### src/rtl/keypad_pkg.sv
// keypad_pkg: shared types and constants for the keypad scanner and sequence entry
package keypad_pkg;
  localparam int KP_ROWS = 4;
  localparam int KP_COLS = 4;
  localparam int KP_SLOT = 4;
  typedef enum logic [1:0] {ST_IDLE, ST_DEBOUNCE, ST_PRESSED, ST_RELEASE} kp_state_e;
  typedef enum logic [1:0] {RES_NONE, RES_SINGLE, RES_MULTI} kp_result_e;
endpackage

### src/rtl/keypad_seq_entry_if.sv
// keypad_seq_entry_if: keypad pins, clear and digit-sequence outputs of the entry block
interface keypad_seq_entry_if #(parameter int N = 32);
  logic [3:0] row;
  logic [3:0] col;
  logic clear;
  logic [N-1:0] seq;
  logic key_valid;
  logic [3:0] key_code;
  logic full;
  modport master(output row, clear, input col, seq, key_valid, key_code, full);
  modport slave(input row, clear, output col, seq, key_valid, key_code, full);
endinterface

### src/rtl/keypad_scan.sv
// keypad_scan: row synchroniser, column scan and per-round hit accumulation
module keypad_scan
  import keypad_pkg::*;
(
  input  logic       clk_high,
  input  logic       sys_rst_n,
  input  logic [3:0] row,
  output logic [3:0] col,
  output logic       round_done,
  output kp_result_e result,
  output logic [3:0] code
);
  logic [3:0] sync1_q, sync2_q, sc_q, sc_d, code_q, code_d, m_code;
  logic [1:0] hits_q, hits_d, m_hits, first_row;
  logic [2:0] col_hits, sum;
  logic sample;
  always_ff @(posedge clk_high or negedge sys_rst_n)
    if (!sys_rst_n) begin
      sync1_q <= 4'hF;
      sync2_q <= 4'hF;
      sc_q <= '0;
      hits_q <= '0;
      code_q <= '0;
    end else begin
      sync1_q <= row;
      sync2_q <= sync1_q;
      sc_q <= sc_d;
      hits_q <= hits_d;
      code_q <= code_d;
    end
  assign col = ~(4'b0001 << sc_q[3:2]);
  always_comb begin
    sample = sc_q[1:0] == 2'(KP_SLOT - 1);
    col_hits = {2'b0, ~sync2_q[0]} + {2'b0, ~sync2_q[1]} + {2'b0, ~sync2_q[2]} + {2'b0, ~sync2_q[3]};
    first_row = !sync2_q[0] ? 2'd0 : !sync2_q[1] ? 2'd1 : !sync2_q[2] ? 2'd2 : 2'd3;
    sum = {1'b0, hits_q} + (sample ? col_hits : 3'd0);
    m_hits = sum >= 3'd2 ? 2'd2 : sum[1:0];
    // code = 4*row + col, kept only for the first hit of the round
    m_code = (sample && hits_q == 2'd0) ? {first_row, sc_q[3:2]} : code_q;
    round_done = sc_q == 4'd15;
    result = m_hits == 2'd0 ? RES_NONE : m_hits == 2'd1 ? RES_SINGLE : RES_MULTI;
    code = m_code;
    sc_d = sc_q + 4'd1;
    hits_d = round_done ? 2'd0 : m_hits;
    code_d = round_done ? 4'd0 : m_code;
  end
endmodule

### src/rtl/keypad_seq_entry.sv
// keypad_seq_entry: debounces scanned key rounds and shifts accepted digits into seq
module keypad_seq_entry
  import keypad_pkg::*;
#(
  parameter int N        = 32,
  parameter int WIDTH    = 4,
  parameter int DEBOUNCE = 4
) (
  input logic                clk_high,
  input logic                sys_rst_n,
  keypad_seq_entry_if.slave  bus
);
  localparam int DIGITS = N / WIDTH;
  localparam int CW = $clog2(DIGITS + 1);
  kp_state_e state_q, state_d;
  kp_result_e result;
  logic round_done, accept;
  logic [3:0] code, cand_q, cand_d, cnt_q, cnt_d, run_cnt, key_code_q, key_code_d;
  logic [N-1:0] seq_q, seq_d;
  logic [CW-1:0] dcnt_q, dcnt_d;
  logic key_valid_q, key_valid_d;
  keypad_scan u_scan (
    .clk_high  (clk_high),
    .sys_rst_n (sys_rst_n),
    .row       (bus.row),
    .col       (bus.col),
    .round_done(round_done),
    .result    (result),
    .code      (code)
  );
  always_ff @(posedge clk_high or negedge sys_rst_n)
    if (!sys_rst_n) begin
      state_q <= ST_IDLE;
      cand_q <= '0;
      cnt_q <= '0;
      seq_q <= '0;
      dcnt_q <= '0;
      key_valid_q <= 1'b0;
      key_code_q <= '0;
    end else begin
      state_q <= state_d;
      cand_q <= cand_d;
      cnt_q <= cnt_d;
      seq_q <= seq_d;
      dcnt_q <= dcnt_d;
      key_valid_q <= key_valid_d;
      key_code_q <= key_code_d;
    end
  assign run_cnt = (state_q == ST_DEBOUNCE && code == cand_q) ? cnt_q + 4'd1 : 4'd1;
  always_comb begin
    state_d = state_q;
    cand_d = cand_q;
    cnt_d = cnt_q;
    if (round_done)
      case (state_q)
        ST_IDLE, ST_DEBOUNCE: begin
          cand_d = result == RES_SINGLE ? code : cand_q;
          cnt_d = result == RES_SINGLE ? run_cnt : cnt_q;
          state_d = result != RES_SINGLE ? ST_IDLE : accept ? ST_PRESSED : ST_DEBOUNCE;
        end
        ST_PRESSED: begin
          cnt_d = result == RES_NONE ? 4'd1 : cnt_q;
          state_d = result != RES_NONE ? ST_PRESSED : DEBOUNCE == 1 ? ST_IDLE : ST_RELEASE;
        end
        default: begin
          cnt_d = result == RES_NONE ? cnt_q + 4'd1 : cnt_q;
          state_d = result != RES_NONE ? ST_PRESSED : (cnt_q + 4'd1 == 4'(DEBOUNCE)) ? ST_IDLE : ST_RELEASE;
        end
      endcase
  end
  always_comb begin
    accept = round_done && result == RES_SINGLE && (state_q == ST_IDLE || state_q == ST_DEBOUNCE) && run_cnt == 4'(DEBOUNCE);
    key_valid_d = accept;
    key_code_d = accept ? code : key_code_q;
    // clear takes priority over a same-edge accept for the sequence and count
    seq_d = bus.clear ? '0 : accept ? {seq_q[N-WIDTH-1:0], WIDTH'(code)} : seq_q;
    dcnt_d = bus.clear ? '0 : (accept && dcnt_q != CW'(DIGITS)) ? dcnt_q + CW'(1) : dcnt_q;
  end
  assign bus.seq = seq_q;
  assign bus.key_valid = key_valid_q;
  assign bus.key_code = key_code_q;
  assign bus.full = dcnt_q == CW'(DIGITS);
endmodule

### src/flat_wrapper.sv
// flat-port wrapper written by rule: the top's interface ports become plain ports
module keypad_seq_entry_flat import keypad_pkg::*;
#(
  parameter int N        = 32,
  parameter int WIDTH    = 4,
  parameter int DEBOUNCE = 4
)
  (clk_high, sys_rst_n, bus_row, bus_clear, bus_col, bus_seq, bus_key_valid, bus_key_code, bus_full);
  keypad_seq_entry_if #(.N(N)) bus_i ();
  input logic clk_high;
  input logic sys_rst_n;
  input wire logic [$bits(bus_i.row)-1:0] bus_row;
  input wire logic [$bits(bus_i.clear)-1:0] bus_clear;
  output wire logic [$bits(bus_i.col)-1:0] bus_col;
  output wire logic [$bits(bus_i.seq)-1:0] bus_seq;
  output wire logic [$bits(bus_i.key_valid)-1:0] bus_key_valid;
  output wire logic [$bits(bus_i.key_code)-1:0] bus_key_code;
  output wire logic [$bits(bus_i.full)-1:0] bus_full;
  assign bus_i.row = bus_row;
  assign bus_i.clear = bus_clear;
  assign bus_col = bus_i.col;
  assign bus_seq = bus_i.seq;
  assign bus_key_valid = bus_i.key_valid;
  assign bus_key_code = bus_i.key_code;
  assign bus_full = bus_i.full;
  keypad_seq_entry #(.N(N), .WIDTH(WIDTH), .DEBOUNCE(DEBOUNCE)) u_core (.clk_high(clk_high), .sys_rst_n(sys_rst_n), .bus(bus_i));
endmodule
### config.mk
export PLATFORM = sky130hd
export DESIGN_NAME = keypad_seq_entry_flat
export DESIGN_NICKNAME = d
export VERILOG_FILES = /design/src/rtl/keypad_pkg.sv /design/src/rtl/keypad_seq_entry_if.sv /design/src/rtl/keypad_scan.sv /design/src/rtl/keypad_seq_entry.sv /design/src/flat_wrapper.sv
export SDC_FILE = /design/constraint.sdc
export NUM_CORES = 1
export LEC_CHECK = 0
export CELL_PAD_IN_SITES_DETAIL_PLACEMENT = 0
export CELL_PAD_IN_SITES_GLOBAL_PLACEMENT = 1
export CORE_MARGIN = 2
export CORE_UTILIZATION = 35
export CTS_CLUSTER_DIAMETER = 150
export DETAILED_ROUTE_END_ITERATION = 7
export GPL_ROUTABILITY_DRIVEN = 1
export PLACE_DENSITY = 0.71
export SLEW_MARGIN = 5
export SYNTH_ARGS = -nofsm -noshare
export SYNTH_HDL_FRONTEND = slang
export SYNTH_SLANG_ARGS = --single-unit
export TNS_END_PERCENT = 10
### constraint.sdc
create_clock -name clk_high -period 9.1 [get_ports clk_high]
set_input_delay 2.73 -clock clk_high [delete_from_list [all_inputs] [get_ports clk_high]]
set_output_delay 2.73 -clock clk_high [all_outputs]
set_load 0.05 [all_outputs]
After elaboration in Yosys (flattened, before gate mapping)
Index checks and enable logic that the tools add are counted.
{"block": "totals", "reg_bits": 69, "inputBits": 7, "out_inout_bits": 42, "wordCells": 83}
{"block": "op_classes", "addsub": 7, "order_cmp": 1, "eq_ne": 14, "shifts": 1, "mux": 25, "n_bitwise": 5, "n_reduce_logical": 18}
{"op": "2-to-1 mux 32 bit", "count": 2}
{"op": "2-to-1 mux 4 bit", "count": 8}
{"op": "2-to-1 mux 2 bit", "count": 10}
{"op": "adder 4 x 1 -> 4 bit (second input constant)", "count": 3}
{"op": "equality test 4 x 3 -> 1 bit (second input constant)", "count": 2}
{"op": "equality test 4 bit (second input constant)", "count": 2}
{"op": "logical NOT 2 bit", "count": 4}
{"op": "case mux 4 bit (2 select lines)", "count": 1}
{"op": "nonzero test 2 bit", "count": 4}
{"op": "equality test 2 x 1 -> 1 bit (second input constant)", "count": 3}
{"op": "logical AND 1 bit", "count": 6}
{"op": "inequality test 2 x 1 -> 1 bit (second input constant)", "count": 3}
{"op": "equality test 2 bit (second input constant)", "count": 2}
{"op": "equality test 4 bit", "count": 1}
{"op": "inequality test 4 bit (second input constant)", "count": 1}
{"op": "inverter 1 bit", "count": 4}
{"op": "inverter 4 bit", "count": 1}
{"op": "case mux 2 bit (2 select lines)", "count": 1}
{"op": "AND reduction 4 bit", "count": 1}
{"op": "left shift 1 x 2 -> 4 bit (first input constant)", "count": 1}
{"op": "adder 2 x 1 -> 3 bit", "count": 1}
{"op": "adder 2 x 3 -> 3 bit", "count": 1}
{"op": "adder 3 x 1 -> 3 bit", "count": 1}
{"op": "greater-or-equal comparator 3 x 2 -> 1 bit (second input constant)", "count": 1}
{"op": "other kinds (6)", "count": 7}

Logic depth before layout (Yosys ltp)
Gate-level depths: netlist of run 1.
{"block": "logic_depth", "word_depth": 18, "depth_mapped": 15, "ltp_nobuf": 13}

Modules after synthesis
Synthesis of run 1 repeated with hierarchy kept, for this count alone.
{"block": "hier_totals", "cells_unflattened": 273, "hier_area_um2": 3329.4}
{"mod": "keypad_seq_entry", "n_inst": 1, "cells_each": 211, "area_each_um2": 2541.2, "seq_area_each_um2": 1276.2}
{"mod": "keypad_scan", "n_inst": 1, "cells_each": 62, "area_each_um2": 788.3, "seq_area_each_um2": 460.4}

Least setup slack after synthesis of run 1
No wires, ideal clock.
{"block": "synth_path", "kind": "flip-flop to output port", "start": "reg u_core.dcnt_q[0]", "end": "out bus_full", "arrival_ns": 1.272, "t_required_ns": 6.370, "slack_ns": 5.098, "path_stages_with_launch": 6, "path_buffers": 0, "path_cell_list": "dfrtp_1 > inv_1 > ha_1 > nand2_1 > or2_2 > inv_1"}
{"block": "synth_via", "elab_chain_len": 1}
{"element": "start: declaration", "line": "keypad_seq_entry.sv:20", "source": "logic [CW-1:0] dcnt_q, dcnt_d;"}
{"element": "start signal: assignment", "line": "keypad_seq_entry.sv:45", "source": "dcnt_q <= dcnt_d;"}
{"element": "equality test 4 bit", "line": "keypad_seq_entry.sv:82", "source": "assign bus.full = dcnt_q == CW'(DIGITS);"}
{"element": "end: declaration", "line": "flat_wrapper.sv:18", "source": "output wire logic [$bits(bus_i.full)-1:0] bus_full;"}
No other way between the ends.

Final worst setup path of run 1
Same ends and word-level chain as after synthesis.

==> flow_metrics.env, run 1 <==
export IMPL_final_core_utilization_pct=43.8
export IMPL_die_w_um=101
export IMPL_crit_arrival_ns=2.24
export IMPL_fin_skew_ns=0.0138
export IMPL_antenna_cells=0
export IMPL_synth_nets=335
export IMPL_final_cell_mix="dfrtp_1 (61), clkdlybuf4s50_1 (47), a21oi_1 (41)"
export IMPL_fin_nets=377
export IMPL_period_needed_ns=4.97
export IMPL_required_ns=6.37
export IMPL_pwr_share_clk_pct=36.2
export IMPL_grt_pass1_vias=2513
export IMPL_pin_count=49
export IMPL_multi_input_area_sq_mm=0.00141
export IMPL_whs_endpoint="u_core.u_scan.sync2_q[0]$_DFF_PN1_"
export IMPL_cts_tree="built"
export IMPL_crit_path_end_kind="primary output"
export IMPL_yosys_area_top_type="dfrtp_1"
export IMPL_reg2regPathDepth=12
export IMPL_fmax_ghz=0.201
export IMPL_min_delay_start="u_core.u_scan.sync1_q[0]$_DFF_PN1_"
export IMPL_cellLeakagePower_nw=1.63
export IMPL_path_cells="inv_1, ha_1, nand2_1, or2_2, inv_1, clkdlybuf4s50_1"
export IMPL_drt_iter0_markers=150
export IMPL_antenna_found_initial=0
export IMPL_path_depth=6
export IMPL_hp_class="register to register"
export IMPL_fillCellCount=909
export IMPL_rsz0062_at_grt="false"
export IMPL_grt_pass1_wl_mm=12.8
export IMPL_avgSynthCellArea_sq_um=10.4
export IMPL_hold_buffers=0
export IMPL_outcome="completed"
export IMPL_area_growth_pct=21.6
export IMPL_clock_latency_ns=0.35
export IMPL_fin_tns_setup_ns=0
export IMPL_synthCells=318
export IMPL_viasPerCell=5.24
export IMPL_netSwitchingPower_mw=0.215
export IMPL_cts_resized=0
export IMPL_dp_hpwl_mm=4.80
export IMPL_holdWs_ns=0.357
export IMPL_synth_area_leaders="dfrtp_1 (46%), dfstp_2 (6.3%), a21oi_1 (6.2%), nand2b_1 (3.6%), nand3_1 (3.5%)"
export IMPL_clockRootBuffer="clkbuf_8"
export IMPL_slowest_delay_ns=0.80
export IMPL_gp_congestion=0.776
export IMPL_vias=2492
export IMPL_ctsLongestPathBuffers=2
export IMPL_ys_flop_type="dfrtp_1"
export IMPL_postRouteAntennaNets=0
export IMPL_r2r_start="u_core.u_scan.sync2_q[0]$_DFF_PN1_"
export IMPL_setup_viol=0
export IMPL_cts_buffers=9
export IMPL_grt_max_degree=70
export IMPL_yosysSeqAreaShare_pct=52.4
export IMPL_finalHoldViolCount=0
export IMPL_numClockSinks=69
export IMPL_drv_slew=0
export IMPL_die_y_um=101
export IMPL_drive_gt1_share_pct=10.4
export IMPL_clk_pin_slew_ns=0.08
export IMPL_async_flop_share_pct=100
export IMPL_post_route_period_util_pct=54.6
export IMPL_critPathBufInv=3
export IMPL_synth_top_area_share_pct=46.1
export IMPL_cp_start_kind="register"
export IMPL_wl_per_cell_um=15.8
export IMPL_switching_share_pct=30.8
export IMPL_final_common_cell="dfrtp_1"
export IMPL_r2r_end="u_core.bus.seq[0]$_DFFE_PN0P_"
export IMPL_seq_power_share_pct=48.7
export IMPL_cp_top_family="buffers and inverters"
export IMPL_internal_power_mw=0.484
export IMPL_first_pass_iters=4
export IMPL_drc=0
export IMPL_crit_fanout=4
export IMPL_regArea_sq_mm=0.00174
export IMPL_regToRegSetupSlack_ns=4.68
export IMPL_htree_levels=3
export IMPL_die_area_sq_mm=0.0103
export IMPL_ys_warn_count=0
export IMPL_post_cts_repair_setup_buffers=0
export IMPL_port_buffer_count=48
export IMPL_synth_distinct_cells=50
export IMPL_drv_cap=0
export IMPL_grt_use_total_pct=16.0
export IMPL_worst_pin_slew_ns=1.05
export IMPL_synth_area_sq_mm=0.00331
export IMPL_grt_overflow=0
export IMPL_p_comb_share_pct=15.2
export IMPL_cp_common_cell="inv_1"
export IMPL_synth_edf_count=0
export IMPL_relSlewSlack_pct=29.7
export IMPL_crit_type="register to primary output"
export IMPL_min_path_cells=0
export IMPL_start_util_pct=36.0
export IMPL_num_rows=35
export IMPL_slowest_stage="clkdlybuf4s50_1"
export IMPL_power_density_mw_per_mm2=174
export IMPL_core_sq_mm=0.00920
export IMPL_drt_total_wl_mm=7.51
export IMPL_irDropWorstVdd_mv=0.0986
export IMPL_ys_ff_latch=69
export IMPL_finalPower_mw=0.699
[logic make-up after synthesis]
family          count (synthesis)  synth area share (%)
flops                          69                  52.4
simple gates                  100                  16.9
mux                            12                  3.78
xor+xnor                        7                  1.85
buf+inv                        33                  5.06
compound gates                 87                  15.8
fa+ha+maj                      10                  4.23
[power by group through the flow]
stage               Combinational [mW]  Sequential [mW]  Clock, mW
floorplan                       0.0786            0.341          0
global placement                 0.106            0.345          0
detailed placement               0.108            0.345          0
CTS                              0.108            0.340      0.264
global route                     0.119            0.344      0.279
finish                           0.106            0.340      0.253
[final cells by class]
type / count / area share [%]
sequential: 69 / 43.1
clock buffer: 9 / 3.07
clock inverter: 7 / 1.83
multi-input combinational: 216 / 35.0
tap: 111 / 3.45
timing repair buffer: 51 / 12.4
inverter: 13 / 1.21
[worst max path at each step]
stage                                            start  endpoint
final                     u_core.dcnt_q[0]$_DFFE_PN0P_  bus_full
after global routing      u_core.dcnt_q[0]$_DFFE_PN0P_  bus_full
after CTS                 u_core.dcnt_q[0]$_DFFE_PN0P_  bus_full
after detailed placement  u_core.dcnt_q[0]$_DFFE_PN0P_  bus_full
after global placement    u_core.dcnt_q[0]$_DFFE_PN0P_  bus_full
after floorplan           u_core.dcnt_q[0]$_DFFE_PN0P_  bus_full
[stage by stage]
step / instances / worst slack [ns] / cell area (sq um)
3_3_place_gp: 460 / 4.54 / 3830
6_report: 476 / 4.13 / 4030
2_1_floorplan: 318 / 5.10 / 3310
3_5_place_dp: 460 / 4.50 / 3830
4_1_cts: 476 / 4.10 / 4030
5_1_grt: 476 / 4.00 / 4030
[worst register-to-register path, cell delays in order, from the launching register on]
cell,delay (ns)
dfstp_2,0.57
inv_1,0.06
fa_1,0.47
ha_1,0.21
ha_1,0.28
nand2_1,0.07
fa_1,0.48
xor2_1,0.24
nand3_4,0.14
nor2_2,0.38
nand4b_2,0.58
nor2_1,0.65
a211oi_1,0.15
[cell usage after synthesis (2+ instances only)]
cell       n
mux2i_1   11
nand3_1   23
dfstp_2    8
xnor2_1    4
o21ai_1    2
inv_1     13
nor3_1     3
nor3b_1    2
nand2_1   18
nand4_1    3
fa_1       2
buf_2      5
nand2b_1  19
o21a_1     2
nor2_2     2
a21oi_1   41
o31ai_1    5
nor2_1    14
dfrtp_1   61
and2_1     2
ha_1       8
or4_1      3
o21ai_0   23
xor2_1     3
buf_6      2
nand4b_1   2
a211oi_1   4
clkbuf_1   9
buf_4      3
[sequential cells by signal (all words and copies together), names as in the netlist]
| name | flops |
|---|---|
| u_core.u_scan.sync2_q | 4 |
| u_core.bus.key_valid | 1 |
| u_core.dcnt_q | 4 |
| u_core.u_scan.code_q | 4 |
| u_core.bus.seq | 32 |
| u_core.cand_q | 4 |
| u_core.u_scan.hits_q | 2 |
| u_core.cnt_q | 4 |
| u_core.state_q | 2 |
| u_core.u_scan.sc_q | 4 |
| u_core.bus.key_code | 4 |
| u_core.u_scan.sync1_q | 4 |
[routing by layer]
layer	vias to the layer above	track usage, %	share of wire [%]
li1	1209	-	-
met5	-	0	0
met3	4	4.49	3.0
met4	0	5.41	1.1
met2	29	23.6	46
met1	1250	22.6	50
Note: power is estimated with default switching activity, not from simulation.
==> run 2, diff against run 1 <==
Clock period 9.1 ns to 4.9 ns, I/O delays scaled along.
==> run 2 against run 1 <==
Compared with the run above:
- wire length shrank 2.0%
- flip-flop and latch count is the same
- total power grew 93%
- clock power grew 100%
- hold slack gained 0.0012 ns
- clock skew shrank 0.0020 ns
- combinational power grew 89%
- critical path depth grew 7
- largest cell class unchanged
==> flow_metrics.env, run 2 (synthesis results as in run 1) <==
export IMPL_finalPower_mw=1.35
export IMPL_required_ns=5.17
export IMPL_postRouteAntennaNets=0
export IMPL_cellLeakagePower_nw=1.66
export IMPL_fmax_ghz=0.241
export IMPL_clock_latency_ns=0.35
export IMPL_viasPerCell=5.19
export IMPL_power_density_mw_per_mm2=331
export IMPL_pin_count=49
export IMPL_htree_levels=3
export IMPL_vias=2485
export IMPL_hold_buffers=0
export IMPL_drt_iter0_markers=153
export IMPL_wl_met1_mm=3.66
export IMPL_fin_area_sq_mm=0.00408
export IMPL_cts_resized=0
export IMPL_post_route_period_util_pct=84.6
export IMPL_rsz0062_at_grt="false"
export IMPL_final_common_cell="dfrtp_1"
export IMPL_irDropWorstVdd_mv=0.141
export IMPL_gp_congestion=0.801
export IMPL_die_y_um=101
export IMPL_finalHoldViolCount=0
export IMPL_cts_buffers=9
export IMPL_worst_pin_slew_ns=1.05
export IMPL_drt_total_wl_mm=7.36
export IMPL_antenna_found_initial=0
export IMPL_outcome="completed"
export IMPL_die_w_um=101
export IMPL_num_rows=35
export IMPL_drv_slew=0
export IMPL_grt_pass1_vias=2578
export IMPL_ctsLongestPathBuffers=2
export IMPL_dp_hpwl_mm=4.94
export IMPL_start_util_pct=36.0
export IMPL_grt_pass1_wl_mm=12.8
export IMPL_met2WireLength_mm=3.29
export IMPL_hp_class="register to register"
export IMPL_grt_max_degree=42
export IMPL_placed_area_sq_mm=0.00385
export IMPL_crit_fanout=13
export IMPL_fin_skew_ns=0.0118
export IMPL_area_growth_pct=23.0
export IMPL_setup_viol=0
export IMPL_clockRootBuffer="clkbuf_8"
export IMPL_drv_cap=0
export IMPL_final_cell_mix="dfrtp_1 (61), clkdlybuf4s50_1 (47), a21oi_1 (41)"
export IMPL_clk_pin_slew_ns=0.08
export IMPL_first_pass_iters=4
export IMPL_relSlewSlack_pct=29.8
export IMPL_port_buffer_count=48
export IMPL_fin_tns_setup_ns=0
export IMPL_crit_path_end_kind="register"
export IMPL_crit_arrival_ns=4.41
export IMPL_post_cts_repair_setup_buffers=0
export IMPL_period_needed_ns=4.15
export IMPL_grt_use_total_pct=15.9
export IMPL_cp_start_kind="register"
export IMPL_numClockSinks=69
export IMPL_largest_reg_flops=32
export IMPL_wl_per_cell_um=15.4
export IMPL_crit_type="register to register"
export IMPL_drc=0
export IMPL_die_area_sq_mm=0.0103
export IMPL_antenna_cells=0
export IMPL_fin_nets=380
export IMPL_drive_gt1_share_pct=11.1
export IMPL_wl_met3_um=293
export IMPL_core_sq_mm=0.00920
export IMPL_highest_layer="met4"
export IMPL_grt_overflow=0
export IMPL_final_core_utilization_pct=44.3
export IMPL_cts_tree="built"
run 2: cell count changes in the layout (fill, tap and decap cells not counted):
cell	previous run	this run
clkinv_2	2	1
buf_4	3	6
bufinv_16	1	2
run 2: final timing paths:
path                                                    start                                  to  slack, ns  depth (start not counted)
setup reg to reg           u_core.u_scan.sync2_q[0]$_DFF_PN1_      u_core.bus.seq[13]$_DFFE_PN0P_       0.75                         13
hold reg to reg            u_core.u_scan.sync1_q[3]$_DFF_PN1_  u_core.u_scan.sync2_q[3]$_DFF_PN1_       0.36                          0
setup / recovery           u_core.u_scan.sync2_q[0]$_DFF_PN1_      u_core.bus.seq[13]$_DFFE_PN0P_       0.75                         13
max in group asynchronous                           sys_rst_n   u_core.u_scan.code_q[1]$_DFF_PN0_       2.78                          2
min in group asynchronous                           sys_rst_n   u_core.u_scan.hits_q[0]$_DFF_PN0_       1.26                          1
hold / removal             u_core.u_scan.sync1_q[3]$_DFF_PN1_  u_core.u_scan.sync2_q[3]$_DFF_PN1_       0.36                          0
run 2: area by class of cell:
cell class                 instances  area (sq um)
multi-input combinational        216          1410
inverter                          13          48.8
timing repair buffer              54           520
clock inverter                     7          98.8
clock buffer                       9           124
tap                              111           139
fill                             879          5120
sequential                        69          1740
run 2: stage by stage:
step	hold WS (ns)	setup WS, ns	std cells
6_report	0.358	0.754	479
3_3_place_gp	0.346	0.824	463
3_5_place_dp	0.347	0.734	463
5_1_grt	0.365	0.494	479
4_1_cts	0.359	0.716	479
2_1_floorplan	0.345	1.23	318
run 2: worst max-delay path, cell delays in order, from the launching register on:
cell and delay (ns):
dfstp_2 0.57, inv_1 0.06, fa_1 0.47, ha_1 0.29, and2_1 0.12, ha_1 0.14
inv_1 0.05, fa_1 0.43, xor2_1 0.25, nand3_4 0.13, or4_1 0.51, nor2_1 0.17
and2_1 0.61, mux2i_1 0.26
run 2: per-layer routing:
layer  vias up  GRT usage, %
li1       1211             -
met1      1219          22.5
met2        45          23.5
met3        10          4.14
met4         0          5.93
met5         -             0
run 2: where the power goes:
part / internal (mW) / switching (mW)
clock: 0.289 / 0.229
combinational: 0.0656 / 0.135
sequential: 0.597 / 0.0358
total: 0.952 / 0.399
==> run 3, diff against run 2 <==
Settings changed: PLACE_DENSITY 0.71 to 0.73.
Clock period 4.9 ns to 3.8 ns, I/O delays scaled along.
==> run 3 against run 2 <==
Compared with the run above:
- largest cell class unchanged
- critical endpoint unchanged
- worst setup slack lost 0.53 ns
- hold slack is essentially flat
- register-to-register slack lost 0.53 ns
- total power grew 32%
- wire length grew 4.5%
==> flow_metrics.env, run 3 (synthesis results as in run 1) <==
export IMPL_grt_pass1_wl_mm=12.6
export IMPL_fin_nets=389
export IMPL_first_pass_iters=4
export IMPL_area_growth_pct=26.9
export IMPL_slowest_stage="dfstp_2"
export IMPL_outcome="completed"
export IMPL_fmax_ghz=0.280
export IMPL_slowest_delay_ns=0.55
export IMPL_netSwitchingPower_mw=0.517
export IMPL_viasPerCell=5.22
export IMPL_num_rows=35
export IMPL_drv_slew=0
export IMPL_p_comb_share_pct=15.3
export IMPL_grt_use_total_pct=15.9
export IMPL_final_cell_mix="dfrtp_1 (61), clkdlybuf4s50_1 (47), a21oi_1 (41)"
export IMPL_setup_viol=0
export IMPL_critPathBufInv=3
export IMPL_worst_slack_ns=0.225
export IMPL_drv_cap=0
export IMPL_port_buffer_count=48
export IMPL_irDropWorstVdd_mv=0.151
export IMPL_core_sq_mm=0.00920
export IMPL_internal_power_mw=1.27
export IMPL_clock_latency_ns=0.34
export IMPL_pwr_share_clk_pct=38.9
export IMPL_path_cells="inv_1, fa_1, ha_1, and2_1, ha_1, inv_1, fa_2, xor2_2, nand3_4, or4_1, nor2_2, and2_4, buf_12, mux2i_1"
export IMPL_multi_input_area_sq_mm=0.00143
export IMPL_dp_hpwl_mm=5.17
export IMPL_die_y_um=101
export IMPL_regToRegSetupSlack_ns=0.22
export IMPL_vias=2547
export IMPL_critPathLaunch="u_core.u_scan.sync2_q[1]$_DFF_PN1_"
export IMPL_r2r_start="u_core.u_scan.sync2_q[1]$_DFF_PN1_"
export IMPL_drt_total_wl_mm=7.70
export IMPL_htree_levels=3
export IMPL_fillCellCount=881
export IMPL_postRouteAntennaNets=0
export IMPL_dp_slack_ns=0.0312
export IMPL_worst_pin_slew_ns=0.982
export IMPL_fin_tns_setup_ns=0
export IMPL_start_util_pct=36.0
export IMPL_grt_overflow=0
export IMPL_die_w_um=101
export IMPL_ctsLongestPathBuffers=2
export IMPL_crit_type="register to register"
export IMPL_power_density_mw_per_mm2=425
export IMPL_cellLeakagePower_nw=1.74
export IMPL_pin_count=49
export IMPL_grt_pass1_vias=2516
export IMPL_seq_power_share_pct=45.8
export IMPL_relSlewSlack_pct=34.3
export IMPL_crit_path_end_kind="register"
export IMPL_cp_start_kind="register"
export IMPL_grt_max_degree=70
export IMPL_antenna_cells=0
export IMPL_r2r_end="u_core.bus.seq[13]$_DFFE_PN0P_"
export IMPL_wl_per_cell_um=15.8
export IMPL_drt_iter0_markers=142
export IMPL_die_area_sq_mm=0.0103
export IMPL_crit_fanout=12
export IMPL_clk_pin_slew_ns=0.08
export IMPL_path_depth=14
export IMPL_fin_skew_ns=0.0105
export IMPL_regArea_sq_mm=0.00174
export IMPL_final_common_cell="dfrtp_1"
export IMPL_numClockSinks=69
export IMPL_post_route_period_util_pct=94.1
export IMPL_finalHoldViolCount=0
export IMPL_cts_buffers=9
export IMPL_cts_tree="built"
export IMPL_switching_share_pct=28.9
export IMPL_crit_arrival_ns=3.84
export IMPL_hp_class="register to register"
export IMPL_cp_top_family="adder cells"
export IMPL_hold_buffers=0
export IMPL_crit_end="u_core.bus.seq[13]$_DFFE_PN0P_"
export IMPL_largest_reg_flops=32
export IMPL_drc=0
export IMPL_drive_gt1_share_pct=14.3
export IMPL_gp_congestion=0.809
export IMPL_required_ns=4.07
export IMPL_rsz0062_at_grt="false"
export IMPL_reg2regPathDepth=14
export IMPL_clockRootBuffer="clkbuf_8"
export IMPL_period_needed_ns=3.58
export IMPL_antenna_found_initial=0
## run 3: layout make-up
cell class / instances / area share [%]
tap: 111 / 3.30
sequential: 69 / 41.3
inverter: 13 / 1.16
multi-input combinational: 216 / 34.1
clock buffer: 11 / 3.60
clock inverter: 5 / 1.96
timing repair buffer: 63 / 14.6
## run 3: repair_timing
item                                    in CTS  in global routing
setup buffers                                0                  0
endpoints found under the setup margin       0                 27
gates resized for setup                      0                  6
## run 3: routing by layer
metal	GRT usage [%]	wire length (um)	up-vias	share of wire [%]
li1	-	-	1228	-
met4	7.07	129	0	1.7
met5	0	0	-	0
met3	2.97	223	8	2.9
met1	22.5	3750	1269	49
met2	23.7	3590	42	47
## run 3: power by group through the flow
stage	clock network, mW	registers, mW	logic (mW)
3_3_place_gp	0	0.828	0.266
4_1_cts	0.716	0.816	0.271
6_report	0.695	0.820	0.273
2_1_floorplan	0	0.816	0.188
5_1_grt	0.741	0.823	0.299
3_5_place_dp	0	0.829	0.270
## run 3: how the worst min path moves through the flow
stage                                       start                                 end  slack (ns)  cells after the start
2_1_floorplan  u_core.u_scan.sync1_q[0]$_DFF_PN1_  u_core.u_scan.sync2_q[0]$_DFF_PN1_        0.35                      0
3_3_place_gp   u_core.u_scan.sync1_q[3]$_DFF_PN1_  u_core.u_scan.sync2_q[3]$_DFF_PN1_        0.35                      0
3_5_place_dp   u_core.u_scan.sync1_q[0]$_DFF_PN1_  u_core.u_scan.sync2_q[0]$_DFF_PN1_        0.35                      0
4_1_cts        u_core.u_scan.sync1_q[0]$_DFF_PN1_  u_core.u_scan.sync2_q[0]$_DFF_PN1_        0.36                      0
5_1_grt        u_core.u_scan.sync1_q[3]$_DFF_PN1_  u_core.u_scan.sync2_q[3]$_DFF_PN1_        0.36                      0
6_report       u_core.u_scan.sync1_q[2]$_DFF_PN1_  u_core.u_scan.sync2_q[2]$_DFF_PN1_        0.36                      0
## run 3: worst reg2reg max path, cell delays in order (launching register included)
cell,delay [ns]
dfstp_2,0.55
inv_1,0.06
fa_1,0.45
ha_1,0.27
and2_1,0.11
ha_1,0.14
inv_1,0.06
fa_2,0.39
xor2_2,0.19
nand3_4,0.12
or4_1,0.54
nor2_2,0.12
and2_4,0.18
buf_12,0.14
mux2i_1,0.19
## run 3: through the flow
stage	power, mW	util [%]	hold slack (ns)	instances	instance area [sq um]
after CTS	1.80	45.5	0.359	488	4180
after floorplan	1.00	-	0.345	318	3310
after global routing	1.86	45.7	0.363	488	4200
after detailed placement	1.10	42.9	0.347	472	3950
after global placement	1.09	42.9	0.346	472	3950
final	1.79	45.7	0.358	488	4200
